**src/rtl/hc02_test_sequencer.sv**
```systemverilog
// rtl/hc02_test_sequencer.sv - self-test sequencer for a quad 2-input NOR (74HC02) package
//
// Ports:
//   clk            system clock, rising edge
//   rst_n          synchronous active-low reset
//   start          run request, honoured in IDLE only
//   y_in           gate outputs from the package (asynchronous, 2-FF synchronised)
//   a_out, b_out   registered gate A/B drive
//   busy           high while settling/checking
//   done           one-cycle completion pulse
//   pass           1 when the last completed run saw no mismatch
//   fail_mask      per-gate sticky mismatch flags
//   err_count      number of vectors with at least one mismatching gate
//   first_fail_vec {a,b} index of the first failing vector
module hc02_test_sequencer #(
  parameter int N_GATES       = 4,
  parameter int SETTLE_CYCLES = 8,
  parameter int CNT_W         = 4
) (
  input  logic               clk,
  input  logic               rst_n,
  input  logic               start,
  input  logic [N_GATES-1:0] y_in,
  output logic [N_GATES-1:0] a_out,
  output logic [N_GATES-1:0] b_out,
  output logic               busy,
  output logic               done,
  output logic               pass,
  output logic [N_GATES-1:0] fail_mask,
  output logic [2:0]         err_count,
  output logic [1:0]         first_fail_vec
);

  typedef enum logic [1:0] {IDLE, SETTLE, CHECK, DONE} state_t;

  localparam logic [CNT_W-1:0] CNT_LAST = CNT_W'(SETTLE_CYCLES - 1);

  state_t             state, state_nx;
  logic [1:0]         vec, vec_nx;
  logic [CNT_W-1:0]   cnt, cnt_nx;
  logic [N_GATES-1:0] y_meta, y_sync;
  logic [N_GATES-1:0] a_nx, b_nx, mask_nx;
  logic               pass_nx;
  logic [2:0]         err_nx;
  logic [1:0]         first_nx;
  logic [1:0]         vec_inc;
  logic [N_GATES-1:0] exp_y, mism;

  always_ff @(posedge clk) begin
    if (!rst_n) begin
      state          <= IDLE;
      vec            <= '0;
      cnt            <= '0;
      y_meta         <= '0;
      y_sync         <= '0;
      a_out          <= '0;
      b_out          <= '0;
      pass           <= 1'b0;
      fail_mask      <= '0;
      err_count      <= '0;
      first_fail_vec <= '0;
    end else begin
      // Synchroniser is free-running so y_sync is already settled when a run starts.
      y_meta         <= y_in;
      y_sync         <= y_meta;
      state          <= state_nx;
      vec            <= vec_nx;
      cnt            <= cnt_nx;
      a_out          <= a_nx;
      b_out          <= b_nx;
      pass           <= pass_nx;
      fail_mask      <= mask_nx;
      err_count      <= err_nx;
      first_fail_vec <= first_nx;
    end
  end

  assign busy = (state == SETTLE) || (state == CHECK);
  assign done = (state == DONE);

  always_comb begin
    state_nx = state;
    vec_nx   = vec;
    cnt_nx   = cnt;
    a_nx     = a_out;
    b_nx     = b_out;
    pass_nx  = pass;
    mask_nx  = fail_mask;
    err_nx   = err_count;
    first_nx = first_fail_vec;
    vec_inc  = vec + 2'd1;
    // NOR truth table: only vector 00 drives the outputs high.
    exp_y    = {N_GATES{~(vec[1] | vec[0])}};
    mism     = y_sync ^ exp_y;

    case (state)
      IDLE: begin
        a_nx = '0;
        b_nx = '0;
        if (start) begin
          mask_nx  = '0;
          err_nx   = '0;
          first_nx = '0;
          pass_nx  = 1'b0;
          vec_nx   = '0;
          cnt_nx   = '0;
          state_nx = SETTLE;
        end
      end
      SETTLE: begin
        cnt_nx = cnt + CNT_W'(1);
        if (cnt == CNT_LAST) state_nx = CHECK;
      end
      CHECK: begin
        mask_nx = fail_mask | mism;
        if (mism != '0) begin
          // At most four vectors, so the 3-bit count can never wrap.
          err_nx = err_count + 3'd1;
          if (err_count == 3'd0) first_nx = vec;
        end
        if (vec == 2'd3) begin
          a_nx     = '0;
          b_nx     = '0;
          state_nx = DONE;
        end else begin
          vec_nx   = vec_inc;
          a_nx     = {N_GATES{vec_inc[1]}};
          b_nx     = {N_GATES{vec_inc[0]}};
          cnt_nx   = '0;
          state_nx = SETTLE;
        end
      end
      DONE: begin
        pass_nx  = (fail_mask == '0);
        state_nx = IDLE;
      end
      default: state_nx = IDLE;
    endcase
  end

endmodule

```
**config.mk**
```make
export PLATFORM = sky130hd
export DESIGN_NAME = hc02_test_sequencer
export DESIGN_NICKNAME = d
export VERILOG_FILES = /design/src/rtl/hc02_test_sequencer.sv
export SDC_FILE = /design/constraint.sdc
export NUM_CORES = 1
export LEC_CHECK = 0
export ABC_CLOCK_PERIOD_IN_PS = 1750
export BUFFER_PORTS_ARGS = -buffer_cell sky130_fd_sc_hd__buf_4
export CAP_MARGIN = 0
export CORE_ASPECT_RATIO = 1.2
export CORE_UTILIZATION = 54
export CTS_CLUSTER_SIZE = 20
export DETAILED_ROUTE_END_ITERATION = 10
export PLACE_DENSITY = 0.78
export REMOVE_ABC_BUFFERS = 1
export SETUP_SLACK_MARGIN = 0.1
export SYNTH_ARGS = -nofsm -noshare
export SYNTH_HDL_FRONTEND = slang
export SYNTH_SLANG_ARGS = --single-unit
```
**constraint.sdc**
```tcl
create_clock -name clk -period 1.75 [get_ports clk]
set_input_delay 0.35 -clock clk [delete_from_list [all_inputs] [get_ports clk]]
set_output_delay 0.35 -clock clk [all_outputs]
set_load 0.02 [all_outputs]
```
# == Yosys cells after proc, flatten, opt, wreduce, memory -nomap -nowiden ==
# Cells that the tools add are included.
# word_totals
regBits,34
latch_bits,0
ram_bits,0
mem_bits_ro,0
inputBits,7
out_inout_bits,20
word_cells,66
mem_count,0
# op_classes
n_addsub,3
n_mul,0
div_mod_pow,0
n_lt_le_gt_ge,0
eq_ne,10
shifts,0
n_mux,23
bitwise_logic,4
reduce_logical,15
# ops
operator,count
one-hot mux 4 bit (2 select lines),3
two-way mux 4 bit,4
two-way mux 2 bit,7
one-hot mux 4 bit (3 select lines),1
AND reduction 3 bit,3
one-hot mux 2 bit (2 select lines),2
one-hot mux 2 bit (4 select lines),1
equality test 2 bit (second input constant),3
two-way mux 3 bit,2
inequality test 2 x 1 -> 1 bit (second input constant),3
one-hot mux 3 bit (2 select lines),1
AND reduction 2 bit,3
adder 4 x 1 -> 4 bit (second input constant),1
equality test 4 x 3 -> 1 bit (second input constant),1
logical NOT 4 bit,1
inequality test 2 bit (second input constant),2
bitwise OR 4 bit,1
AND reduction 4 bit,1
nonzero test 2 bit,2
nonzero test 4 bit,1
XOR 4 bit,1
adder 3 x 1 -> 3 bit (second input constant),1
logical NOT 3 bit,1
nonzero test 3 bit,1
8 further kinds,8

# == Longest topological paths before layout ==
# depth
word_depth,6
mapped_depth,8
depth_no_buf,6

# == Worst setup path before layout ==
# No wires, ideal clock.
# synth_timing
path_type,reg-to-reg
from,register state[0]
to,register cnt[3]
setup_ns,0.115
arrival_time_ns,1.516
t_required_ns,1.635
slack_ns,0.120
path_stages_with_launch,9
path_buffers,2
synth_period_minus_slack_ns,1.630
path_cell_list,dfxtp_1 -> inv_1 -> ha_1 -> buf_6 -> nor2b_1 -> buf_6 -> nor3b_2 -> a21boi_0 -> o21a_1
# synth_via
elab_chain_len,3
elab_cells_between_ends,8
classes_between,4 x eq/ne; 1 x mux; 3 x reduce/logical
# synth_lines
item,line_no,rtl
"start, declared",38,"state_t state, state_nx;"
"start signal, assigned",66,state <= state_nx;
equality test 2 bit (tied with other cells),96,case (state)
inequality test 2 bit (no line) / nonzero test 3 bit (equally long branches),n/a,
AND reduction 3 bit (no line),n/a,
"end signal, assigned",68,cnt <= cnt_nx;
"end, declared",40,"logic [CNT_W-1:0] cnt, cnt_nx;"
# Several ways; a longest one is shown, not always the timed one.
# A chain may end at the register's enable or synchronous reset.

# == Final worst setup path ==
# layout_timing
from,register state[0]
to,output done
# layout_via
elab_chain_len,1
# layout_lines
item,line_no,rtl
equality test 2 bit,79,assign done = (state == DONE);
"end, declared",27,"output logic done,"
# Every way passes these cells.

==> metrics.cfg <==
[timing]
hold_viol = 0
tns_ps = 0
rsz0062_at_grt = true
skew_ps = 1.35
fmax_ghz = 0.618
period_needed_ps = 1620
timing.final.crit_share_pct = 92.5
report.final.slew_viol_count = 0
setup_violations = 0
worst_pin_slew_ps = 435
relSlewSlack_pct = 70.7

[logic_synthesis]
synth_top_area_share_pct = 39.2
yosysTopAreaCell = dfxtp_1
syn_area_um2 = 1430
synth-edff-count = 0
ys_types = 40
ys_ff_latch = 28
synth.avg_cell_area_um2 = 9.23
synth_common_cells = dfxtp_1 (28), nor2_1 (15), a21oi_1 (11)
ys_top_cells_by_area = dfxtp_1 (39%), ha_1 (7.9%), and2_1 (3.9%)
synth_most_common_cell = dfxtp_1
syn_inst = 155
synth_warnings = 0
seq_area_frac_synth_pct = 39.2
synthArstFlopShare_pct = 0
yosys_most_used_dff = dfxtp_1

[place]
place_inst = 208
place.port_buffers = 26
gp_congestion = 0.768
dp_hpwl_mm = 2.17

[setup_path]
critPathArrivalTime_ps = 1270
startpoint_type = register
critPathKind = register to primary output
critical_path_required_ps = 1400
crit_fanout = 5
end_kind = primary output

[grt]
grt-busiest-layer = met2
track_usage_pct = 22.1
grt_max_degree = 21
grt_pass1_vias = 1163
grt_util_met1_pct = 22.3
grt_antenna_before_repair = 0
use_met3_pct = 2.84
grt-ovfl-total = 0
met2_usage_pct = 42.3
grt_pass1_wl_mm = 4.84

[drt]
drt_iter0_drc = 14
via_count = 1164
first_pass_iters = 4
drc = 0
via_per_inst = 5.41
wl_mm = 2.90
postRouteAntennaNets = 0
wl_per_cell_um = 13.5

[die]
die_x_um = 49
core-area_um2 = 2530
rows = 20
io_pins = 27
initial_core_util_pct = 56.6
dieArea_um2 = 2860
fp.dieH_um = 58.4

[cts]
cts_tree = yes
root_buffer = clkbuf_4
h-tree-depth = 1
clkTransAtPathRegs_ps = 140
cts_buffers = 3
cts.sinks = 28
cts_buffer_depth = 2
clkLatencyLatePin_ps = 330

[power]
ir_worst_vdd_v = 0.000954
swShare_pct = 37.8
p_int_uw = 1480
p_leak_uw = 0.000722
combPwrFrac_pct = 47.9
power_frac_seq_pct = 34.6
power.net_switching_uw = 901
power_density_nw_per_um2 = 1380
clockPowerShare_pct = 17.6

[layout]
regArea_um2 = 568
final_util_pct = 68.2
drive_gt1_share_pct = 30.2
final-instance-count-excl-fill = 215
antenna_cells = 0
area_delta_synth_final_pct = 20.4
nNetsFinal = 199
fill_cells = 196
multi_input_area_um2 = 761

[flow_run]
max-cap-violations = 0

[status]
status = finished, final reports clean

[worst_hold_path]
hp-class = input port to register

power by group through the flow:
stage | clock, µW | combinational, µW | sequential, µW
after floorplan | 0 | 563 | 917
after global placement | 0 | 1020 | 835
after detailed placement | 0 | 1050 | 843
after CTS | 427 | 1100 | 825
after global routing | 446 | 1240 | 836
final | 419 | 1140 | 825
placed cells by master, fill, tap and decap left out, types with 3 or more instances in the layout:
cell / instances
nand2_1: 4
a21oi_1: 11
inv_1: 8
nand3_1: 10
buf_4: 36
nor3_1: 3
clkbuf_4: 3
ha_1: 9
xor2_1: 4
nand4_1: 3
and2_1: 9
dfxtp_1: 24
dfxtp_2: 3
nor3b_1: 3
nor2_1: 15
o21a_1: 3
nand2b_1: 3
metal layers:
metal | share of wire [%] | wire length [µm] | vias up
li1 | - | - | 587
met1 | 42 | 1230 | 548
met2 | 52 | 1510 | 19
met3 | 1.8 | 51 | 10
met4 | 3.9 | 112 | 0
met5 | 0 | 0 | -
repair_timing:
| action | CTS | global route |
|---|---|---|
| pin swaps | 1 | 2 |
| gates resized for setup | 3 | 7 |
| hold buffers | 0 | 0 |
| endpoints found under the setup margin | 7 | 14 |
| setup buffers | 2 | 1 |
per-stage QoR:
step | setup slack, ps | area (µm²) | total power [µW] | hold slack [ps]
after floorplan | 127 | 1330 | 1480 | 406
after global placement | 158 | 1620 | 1860 | 418
after detailed placement | 83.8 | 1620 | 1890 | 416
after CTS | 108 | 1690 | 2350 | 211
after global routing | 83.1 | 1720 | 2520 | 205
final | 131 | 1720 | 2380 | 221
critical path, stage by stage (launching register included):
cell and delay [ps]:
dfxtp_2 350, buf_4 130, ha_1 270, buf_4 190
state kept, by name, summed over array words and instances (netlist names):
name and cells:
y_meta 4, first_fail_vec 2, vec 2, state 2
a_out 1, pass 1, y_sync 4, cnt 4
fail_mask 4, err_count 3, b_out 1
area by class of cell:
cell class                 instances  share of cell area (%)
multi-input combinational        106                    44.2
timing repair buffer              36                    15.7
tap                               33                    2.40
sequential                        28                    33.0
clock buffer                       3                    1.31
clock inverter                     1                    1.74
inverter                           8                    1.74
kinds of logic after synthesis:
group | count (synthesis) | share of synthesized area, %
buffers and inverters | 21 | 8.92
AND/OR/NAND/NOR | 60 | 24.3
XOR/XNOR | 4 | 2.45
adder cells (fa/ha/maj) | 9 | 7.87
AO/OA/AOI/OAI | 29 | 13.5
flip-flops | 28 | 39.2
multiplexers | 4 | 3.76
worst paths after layout:
kind | start | to | slack [ps] | cells past startpoint
setup / recovery | state[0] | done | 130 | 3
setup reg to reg | vec[1] | err_count[0] | 160 | 6
hold / removal | y_in[0] | y_meta[0] | 220 | 2
hold reg to reg | y_meta[2] | y_sync[2] | 450 | 1
(Power assumes the default switching activity.)
